==> config.mk <==
export PLATFORM = sky130hd
export DESIGN_NAME = rr_arb_4x1_flat
export DESIGN_NICKNAME = d
export VERILOG_FILES = /design/src/rtl/rr_arb_4x1_if.sv /design/src/rtl/rr_arb_4x1.sv /design/src/flat_wrapper.sv
export SDC_FILE = /design/constraint.sdc
export NUM_CORES = 1
export LEC_CHECK = 0
export CAP_MARGIN = 5
export CORE_MARGIN = 2
export CORE_UTILIZATION = 38
export CTS_BUF_LIST = sky130_fd_sc_hd__clkbuf_16
export DETAILED_ROUTE_END_ITERATION = 7
export GPL_ROUTABILITY_DRIVEN = 0
export PLACE_DENSITY = 0.76
export SYNTH_ARGS = -nofsm -noshare
export SYNTH_HDL_FRONTEND = slang
export SYNTH_SLANG_ARGS = --single-unit
==> constraint.sdc <==
create_clock -name i_clk -period 1.9 [get_ports i_clk]
set_input_delay 0.38 -clock i_clk [delete_from_list [all_inputs] [get_ports i_clk]]
set_output_delay 0.38 -clock i_clk [all_outputs]
set_load 0.02 [all_outputs]
==> src/rtl/rr_arb_4x1_if.sv <==
// rtl/rr_arb_4x1_if.sv - requester/output handshake bundle for rr_arb_4x1
// Signals:
//   req_valid[3:0]        per-requester valid
//   req_data0..req_data3  per-requester payloads
//   req_ready[3:0]        per-requester ready, one-hot or zero
//   out_valid/out_data    registered output beat
//   out_sel[1:0]          index of the requester that supplied out_data
//   out_ready             downstream accepts the beat
// Modports: slave = arbiter side, master = requesters plus downstream side.
interface rr_arb_4x1_if #(
   parameter int DATA_W = 8
);
   logic [3:0]        req_valid;
   logic [DATA_W-1:0] req_data0;
   logic [DATA_W-1:0] req_data1;
   logic [DATA_W-1:0] req_data2;
   logic [DATA_W-1:0] req_data3;
   logic [3:0]        req_ready;
   logic              out_valid;
   logic [DATA_W-1:0] out_data;
   logic [1:0]        out_sel;
   logic              out_ready;

   modport slave (
      input  req_valid, req_data0, req_data1, req_data2, req_data3, out_ready,
      output req_ready, out_valid, out_data, out_sel
   );

   modport master (
      output req_valid, req_data0, req_data1, req_data2, req_data3, out_ready,
      input  req_ready, out_valid, out_data, out_sel
   );
endinterface

==> src/rtl/rr_arb_4x1.sv <==
// rtl/rr_arb_4x1.sv - four-requester byte arbiter with a single registered output stage
// Ports:
//   i_clk        rising-edge clock
//   i_rst        synchronous active-high reset
//   i_prio_mode  0 = round-robin, 1 = fixed priority (requester 0 highest)
//   bus          rr_arb_4x1_if.slave handshake bundle (requesters in, output beat out)
//   o_xfer_cnt   count of accepted requester beats, wraps
module rr_arb_4x1 #(
   parameter int DATA_W = 8,
   parameter int CNT_W  = 16
) (
   input  logic             i_clk,
   input  logic             i_rst,
   input  logic             i_prio_mode,
   rr_arb_4x1_if.slave      bus,
   output logic [CNT_W-1:0] o_xfer_cnt
);

   logic              r_out_valid;
   logic [DATA_W-1:0] r_out_data;
   logic [1:0]        r_out_sel;
   logic [1:0]        r_last_gnt;
   logic [CNT_W-1:0]  r_xfer_cnt;

   logic              w_load_en;
   logic              w_any;
   logic              w_found;
   logic [1:0]        w_idx;
   logic [1:0]        w_gnt;
   logic [3:0]        w_req_ready;
   logic              w_accept;
   logic [DATA_W-1:0] w_gnt_data;

   // The output stage can take a beat when empty or when draining this cycle.
   assign w_load_en = !r_out_valid | bus.out_ready;
   assign w_any     = |bus.req_valid;

   // Search order: round-robin starts one past the last winner, fixed starts at 0.
   always_comb begin
      w_gnt   = 2'd0;
      w_found = 1'b0;
      w_idx   = 2'd0;
      for (int k = 0; k < 4; k++) begin
         if (i_prio_mode)
            w_idx = 2'(k);
         else
            w_idx = r_last_gnt + 2'(k) + 2'd1;
         if (!w_found && bus.req_valid[w_idx]) begin
            w_gnt   = w_idx;
            w_found = 1'b1;
         end
      end
   end

   always_comb begin
      w_req_ready = 4'b0000;
      if (w_load_en && w_any && !i_rst)
         w_req_ready[w_gnt] = 1'b1;
   end

   assign w_accept = |(bus.req_valid & w_req_ready);

   always_comb begin
      case (w_gnt)
         2'd0:    w_gnt_data = bus.req_data0;
         2'd1:    w_gnt_data = bus.req_data1;
         2'd2:    w_gnt_data = bus.req_data2;
         default: w_gnt_data = bus.req_data3;
      endcase
   end

   always_ff @(posedge i_clk) begin
      if (i_rst) begin
         r_out_valid <= 1'b0;
         r_out_data  <= '0;
         r_out_sel   <= 2'd0;
         r_last_gnt  <= 2'd3;   // requester 0 is searched first after reset
         r_xfer_cnt  <= '0;
      end else if (w_accept) begin
         r_out_valid <= 1'b1;
         r_out_data  <= w_gnt_data;
         r_out_sel   <= w_gnt;
         r_last_gnt  <= w_gnt;
         r_xfer_cnt  <= r_xfer_cnt + 1'b1;
      end else if (r_out_valid && bus.out_ready) begin
         // Drained with nothing to replace it; data and select keep stale values.
         r_out_valid <= 1'b0;
      end
   end

   assign bus.req_ready = w_req_ready;
   assign bus.out_valid = r_out_valid;
   assign bus.out_data  = r_out_data;
   assign bus.out_sel   = r_out_sel;
   assign o_xfer_cnt    = r_xfer_cnt;

endmodule

==> src/flat_wrapper.sv <==
// flat-port wrapper written by rule: the top's interface ports become plain ports
module rr_arb_4x1_flat 
#(
   parameter int DATA_W = 8,
   parameter int CNT_W  = 16
)
  (i_clk, i_rst, i_prio_mode, o_xfer_cnt, bus_req_valid, bus_req_data0, bus_req_data1, bus_req_data2, bus_req_data3, bus_out_ready, bus_req_ready, bus_out_valid, bus_out_data, bus_out_sel);
  rr_arb_4x1_if #(.DATA_W(DATA_W)) bus_i ();
  input  logic i_clk;
  input  logic i_rst;
  input  logic i_prio_mode;
  output logic [CNT_W-1:0] o_xfer_cnt;
  input wire logic [$bits(bus_i.req_valid)-1:0] bus_req_valid;
  input wire logic [$bits(bus_i.req_data0)-1:0] bus_req_data0;
  input wire logic [$bits(bus_i.req_data1)-1:0] bus_req_data1;
  input wire logic [$bits(bus_i.req_data2)-1:0] bus_req_data2;
  input wire logic [$bits(bus_i.req_data3)-1:0] bus_req_data3;
  input wire logic [$bits(bus_i.out_ready)-1:0] bus_out_ready;
  output wire logic [$bits(bus_i.req_ready)-1:0] bus_req_ready;
  output wire logic [$bits(bus_i.out_valid)-1:0] bus_out_valid;
  output wire logic [$bits(bus_i.out_data)-1:0] bus_out_data;
  output wire logic [$bits(bus_i.out_sel)-1:0] bus_out_sel;
  assign bus_i.req_valid = bus_req_valid;
  assign bus_i.req_data0 = bus_req_data0;
  assign bus_i.req_data1 = bus_req_data1;
  assign bus_i.req_data2 = bus_req_data2;
  assign bus_i.req_data3 = bus_req_data3;
  assign bus_i.out_ready = bus_out_ready;
  assign bus_req_ready = bus_i.req_ready;
  assign bus_out_valid = bus_i.out_valid;
  assign bus_out_data = bus_i.out_data;
  assign bus_out_sel = bus_i.out_sel;
  rr_arb_4x1 #(.DATA_W(DATA_W), .CNT_W(CNT_W)) u_core (.i_clk(i_clk), .i_rst(i_rst), .i_prio_mode(i_prio_mode), .bus(bus_i), .o_xfer_cnt(o_xfer_cnt));
endmodule
==> qor.yml, run 1 <==
wirelength_mm: 4.815
final_common_cell: "sky130_fd_sc_hd__clkdlybuf4s50_1"
cts_inserted_buffers: 5
place_hpwl_mm: 3.417
ys_top_cells_by_area: "sky130_fd_sc_hd__dfxtp_1 35%, sky130_fd_sc_hd__a211oi_1 14%, sky130_fd_sc_hd__xor2_1 6.3%"
root_buffer: "sky130_fd_sc_hd__clkbuf_16"
nNetsFinal: 339
worst_slack_ns: -0.4035
placementRows: 24
worst-endpoint-required_ns: 1.52
basic_gate_share_of_the_synthesized_area_counting_and_or_nand_and_nor_cells: 0.2275
numPortBuffers: 70
tightestPinTransition_ns: 0.4052
die-height_um: 70.33
number_of_global_route_vias_before_repair: 1888
worstHoldPathType: "flip-flop to flip-flop"
timing.clock.skew_ns: 0.007769
hold_viol_final: 0
ant_nets: 0
syn-num-nets: 249
post-route-drc-count: 0
p_per_area_mw_per_mm2: 682.2
worst-path-max-fanout: 6
synth_cells: 208
accumulated_negative_setup_slack_ns: -2.740
timing.fmax_ghz: 0.4341
fp.dieW_um: 70.33
post_synthesis_share_of_cell_area_spent_on_xor_and_xnor_gates: 0.08383
numPlacedInstances: 337
setup-violations-final: 12
multiInputGateArea_mm2: 0.001064
final_cell_area_mm2: 0.002840
boundaryPins: 71
grt_max_degree: 24
die_area_mm2: 0.004946
firstDrtPassIters: 4
crit_path_end_kind: "output port"
multiplexer_share_of_the_synthesized_area: 0.006737
outcome: "finished, violations left"
maxCapViolCount: 0
synth_top_area_share: 0.3473
leakage_nw: 1.098
cts.path.max_buffers: 2
seq_area_frac_synth: 0.3473
rsz0062_at_grt: "true"
synth_area_per_cell_um2: 8.037
drtIter0Drc: 110
violated_checks: "setup timing"
synth.distinct_cells: 37
timing.max_slew.rel_slack: 0.7283
final_layout_size_suffix_gt1_frac: 0.2174
final_cell_count_no_fill: 351
worstSetupStartpointType: "flip-flop"
grt_util_all_layers: 0.2055
dr_total_vias: 1857
ctsHoldBuffers: 0
global_route_wire_length_before_repair_mm: 8.293
netlist_area_mm2: 0.001672
critPathArrivalTime_ns: 1.92
timing.setup.critical_path_class: "flip-flop to output port"
place_area_mm2: 0.002559
fillCellCount: 356
layout.cells.most_common_list: "61 x sky130_fd_sc_hd__clkdlybuf4s50_1, 27 x sky130_fd_sc_hd__dfxtp_1, 26 x sky130_fd_sc_hd__buf_4"
core-area_mm2: 0.004294
grt_antenna_before_repair: 0
synth_top_family_by_area: "compound AO/OA/AOI/OAI gates"
area.sequential_um2: 588.1
final-max-slew-violation-count: 0
route.detailed.vias_per_inst: 5.291
synth_adder_area_share: 0.007485
antenna-diode-count: 0
floorplan.initialDensity: 0.3893
clock_sinks: 29
synth_seq_cells: 29
layout_worst_path_cycle_share: 1.212
clk_pin_slew_worst_paths_ns: 0.05
clk_latency_ns: 0.28
drt-wirelength-per-cell_um: 13.72
yosys.area.top_type: "sky130_fd_sc_hd__dfxtp_1"
h-tree-depth: 2
vdd_ir_drop_max_mv: 0.3276
compound_gate_portion_of_the_synthesized_area: 0.2448
timing.final.crit_period_ns: 2.303
grt.overflow.total: 0
tritoncts: "built"
yosys_warnings: 0
area_growth_pct: 69.91
## layout make-up
cell class                      instances  area share
Clock inverter                          3    0.006167
Clock buffer                            5     0.04405
Inverter                               18     0.02379
Timing Repair Buffer                   97      0.3216
Multi-Input combinational cell        147      0.3744
Sequential cell                        29      0.2070
Tap cell                               52     0.02291
## worst max-delay path, cell delays in order (launching register included)
cell and delay [ns]:
sky130_fd_sc_hd__dfxtp_4 0.38, sky130_fd_sc_hd__mux2_4 0.30, sky130_fd_sc_hd__a222oi_1 0.33, sky130_fd_sc_hd__o211ai_1 0.21, sky130_fd_sc_hd__buf_4 0.21, sky130_fd_sc_hd__nor2_4 0.09, sky130_fd_sc_hd__buf_6 0.12
## state kept, by name, summed over array words and instances (netlist names)
signal	cells
u_core.r_last_gnt	2
u_core.bus.out_sel	2
u_core.bus.out_data	8
u_core.bus.out_valid	1
u_core.o_xfer_cnt	16
## power breakdown
part / switching [W] / internal [W]
combinational: 0.000253 / 0.000270
clock: 0.000264 / 0.000478
sequential: 0.0000284 / 0.000645
total: 0.000545 / 0.00139
## kinds of logic (layout without fill, tap and decap cells)
kind of cell | Yosys count | after routing
AND/OR/NAND/NOR | 74 | 74
adder cells (fa/ha/maj) | 1 | 1
flip-flops | 29 | 29
XOR/XNOR | 16 | 16
multiplexers | 1 | 1
AO/OA/AOI/OAI | 55 | 55
buffers and inverters | 32 | 123
## metal layers
metal / global-route usage / routed length [um]
met3: 0.06926 / 388
met1: 0.2425 / 2008
met5: 0 / 0
met4: 0.08547 / 75
met2: 0.3386 / 2342
## worst paths after layout
kind / cells past startpoint / from / end / slack, ns
setup / recovery: 6 / u_core.r_last_gnt[0] / bus_req_ready[1] / -0.40
hold / removal: 2 / u_core.bus.out_data[2] / u_core.bus.out_data[2] / 0.45
setup reg to reg: 8 / u_core.r_last_gnt[0] / u_core.bus.out_data[6] / -0.20
hold reg to reg: 2 / u_core.bus.out_data[2] / u_core.bus.out_data[2] / 0.45
## cells in the mapped netlist
master / instances
sky130_fd_sc_hd__a211oi_1: 32
sky130_fd_sc_hd__dfxtp_1: 29
sky130_fd_sc_hd__nor2_1: 24
sky130_fd_sc_hd__nand2_1: 19
sky130_fd_sc_hd__inv_1: 17
sky130_fd_sc_hd__xor2_1: 12
sky130_fd_sc_hd__o31ai_1: 9
sky130_fd_sc_hd__clkbuf_1: 6
sky130_fd_sc_hd__nand3_1: 6
sky130_fd_sc_hd__a21oi_1: 5
sky130_fd_sc_hd__buf_2: 5
sky130_fd_sc_hd__nand4_1: 5
sky130_fd_sc_hd__and3_1: 4
sky130_fd_sc_hd__xnor2_1: 4
sky130_fd_sc_hd__and4_1: 3
sky130_fd_sc_hd__nor2b_1: 3
sky130_fd_sc_hd__a21o_1: 2
sky130_fd_sc_hd__a21oi_2: 2
sky130_fd_sc_hd__nor4_1: 2
sky130_fd_sc_hd__nor4_2: 2
sky130_fd_sc_hd__a2111o_1: 1
sky130_fd_sc_hd__a222oi_1: 1
sky130_fd_sc_hd__buf_1: 1
sky130_fd_sc_hd__buf_4: 1
sky130_fd_sc_hd__buf_6: 1
sky130_fd_sc_hd__ha_1: 1
sky130_fd_sc_hd__inv_2: 1
sky130_fd_sc_hd__mux2_2: 1
sky130_fd_sc_hd__nand2b_1: 1
sky130_fd_sc_hd__nand4bb_1: 1
sky130_fd_sc_hd__nor3_2: 1
sky130_fd_sc_hd__o211a_1: 1
sky130_fd_sc_hd__o211ai_1: 1
sky130_fd_sc_hd__o21ai_0: 1
sky130_fd_sc_hd__or2_1: 1
sky130_fd_sc_hd__or3_1: 1
sky130_fd_sc_hd__or4b_1: 1
## stage by stage
| stage | hold slack (ns) | total power, W | util | worst slack [ns] |
|---|---|---|---|---|
| floorplan | 0.5345 | 0.0009281 | - | -0.1138 |
| global route | 0.4785 | 0.002023 | 0.6614 | -0.4611 |
| CTS | 0.4548 | 0.001940 | 0.6544 | -0.3595 |
| finish | 0.4502 | 0.001938 | 0.6614 | -0.4035 |
| detailed placement | 0.4441 | 0.001152 | 0.5959 | -1.127 |
| global placement | 0.4332 | 0.001147 | 0.5959 | -1.022 |
## repair_timing
| item | in CTS | in global routing |
|---|---|---|
| gates resized for setup | 46 | 5 |
| endpoints found under the setup margin | 23 | 17 |
| setup buffers | 4 | 3 |
| pin swaps | 5 | 5 |
| endpoints found under the hold margin | 0 | 0 |
Note: power is estimated with default switching activity, not from simulation.
==> inputs of run 2 (changes only) <==
--- a/config.mk
+++ b/config.mk
@@ -9,6 +9,7 @@
 export CORE_MARGIN = 2
 export CORE_UTILIZATION = 38
 export CTS_BUF_LIST = sky130_fd_sc_hd__clkbuf_16
+export CTS_CLUSTER_SIZE = 12
 export DETAILED_ROUTE_END_ITERATION = 7
 export GPL_ROUTABILITY_DRIVEN = 0
 export PLACE_DENSITY = 0.76
==> results of run 2 <==
Final layout, timing and power as in run 1 (identical DEF).
==> variant, RTL diff (flow settings as in run 1) <==
`DATA_W` is set to 8 in 3 places; all go to 10.
--- a/src/rtl/rr_arb_4x1_if.sv
+++ b/src/rtl/rr_arb_4x1_if.sv
@@ -10,3 +10,3 @@
 interface rr_arb_4x1_if #(
-   parameter int DATA_W = 8
+   parameter int DATA_W = 10
 );
--- a/src/rtl/rr_arb_4x1.sv
+++ b/src/rtl/rr_arb_4x1.sv
@@ -8,3 +8,3 @@
 module rr_arb_4x1 #(
-   parameter int DATA_W = 8,
+   parameter int DATA_W = 10,
    parameter int CNT_W  = 16
--- a/src/flat_wrapper.sv
+++ b/src/flat_wrapper.sv
@@ -3,3 +3,3 @@
 #(
-   parameter int DATA_W = 8,
+   parameter int DATA_W = 10,
    parameter int CNT_W  = 16
Interface: changed (5 resized); port bits go from 71 to 81. The function was not compared with the original's and may differ.
==> variant against run 1 <==
  * Maximum frequency shrank 1.4%
  * Largest cell class unchanged
  * Cell area rose by 19%
  * Sequential power is 8.2% higher
  * Worst setup slack worse by 0.032 ns
  * Power up 23%
  * Sequential cell count up 2
  * The flow still finishes with violations (negative setup slack)
  * Routed wire length grew 21%
  * Area after synthesis is 12% higher
==> variant: results (changes against run 1) <==
metric;value;unit;change
status;finished with violations;;
violations;negative setup slack;;
hp-start;u_core.bus.out_data[9]$_SDFFE_PP0P_;;
grt_usage;0.215;;+0.00994
ir_drop;0.570;mV;+74%
yosysSeqAreaShare;0.331;;-0.0164
r2r_slack;-0.28;ns;-0.08 ns
setup_viol;15;;+3
syn_inst;232;;+12%
min_to;u_core.bus.out_data[9]$_SDFFE_PP0P_;;
crit_fanout;4;;-2
dp_hpwl;4030;um;+18%
synthAdderAreaFrac;0.00667;;-0.000814
slew_headroom;0.702;;-0.0262
muxShareOfSynthArea;0.00801;;+0.00127
synth_common_cells;a211oi_1 (39), dfxtp_1 (31), nor2_1 (25);;
switchingPower;0.000683;W;+25%
place_ws;-1.05;ns;+0.0790 ns
ys_types;38;;+2.7%
place_area;2900;um2;+13%
final_cells;406;;+16%
vias_per_cell;5.12;;-3.3%
reg2regPathDepth;9;;+1
grt_pass1_wl;9110;um;+9.8%
drive_gt1_frac;0.277;;+0.0599
comb_power;0.000754;W;+44%
dp_cells;393;;+17%
synth_area_leaders;dfxtp_1 (33%), a211oi_1 (16%), xor2_1 (5.6%), nor2_1 (5.0%), inv_1 (4.6%);;
totalWireLength;5840;um;+21%
timing.hold.ws;0.456;ns;+0.00563 ns
powerSeq;0.000728;W;+8.2%
power_clock;0.000910;W;+23%
synth_compound_area_frac;0.264;;+0.0187
fin_ws;-0.435;ns;-0.0319 ns
io_buffers;80;;+14%
grt_pass1_vias;1941;;+2.8%
[variant: cell count changes in the layout (fill, tap and decap cells not counted), moves of 3 or more]
| cell | run 1 | this run |
|---|---|---|
| a211oi_1 | 24 | 20 |
| a211oi_2 | 7 | 13 |
| a211oi_4 | 1 | 7 |
| and4_1 | 3 | 0 |
| buf_6 | 4 | 10 |
| clkdlybuf4s50_1 | 61 | 71 |
| inv_1 | 16 | 22 |
| nor3_1 | 0 | 3 |
| o31ai_2 | 0 | 3 |
[variant: repair_timing]
action                     4_1_cts  5_1_grt
gates resized for setup         69       19
hold endpoints to repair         0        0
pin swaps                       16        4
gates cloned                     1        1
setup buffers                    7        3
setup endpoints to repair       27       16
[variant: routing by layer]
| metal | track usage | share of wire |
|---|---|---|
| met1 | 0.300 | 0.46 |
| met2 | 0.333 | 0.47 |
| met3 | 0.0339 | 0.056 |
| met4 | 0.0893 | 0.018 |
| met5 | 0 | 0 |
[variant: worst max path at each step]
stage / start / to / slack [ns]
global route: u_core.r_last_gnt[0]$_SDFFE_PP1P_ / bus_req_ready[1] / -0.49
floorplan: u_core.r_last_gnt[0]$_SDFFE_PP1P_ / bus_req_ready[1] / 0.02
CTS: u_core.r_last_gnt[0]$_SDFFE_PP1P_ / bus_req_ready[3] / -0.34
detailed placement: i_prio_mode / bus_req_ready[2] / -1.05
finish: u_core.r_last_gnt[0]$_SDFFE_PP1P_ / bus_req_ready[1] / -0.44
global placement: i_prio_mode / bus_req_ready[0] / -1.02
[variant: final cells by class]
class | count | area [um2]
fill | 341 | 1390
multi-input combinational | 161 | 1260
timing repair buffer | 116 | 1140
sequential | 31 | 628
clock buffer | 5 | 125
inverter | 23 | 86.3
tap | 67 | 83.8
clock inverter | 3 | 43.8
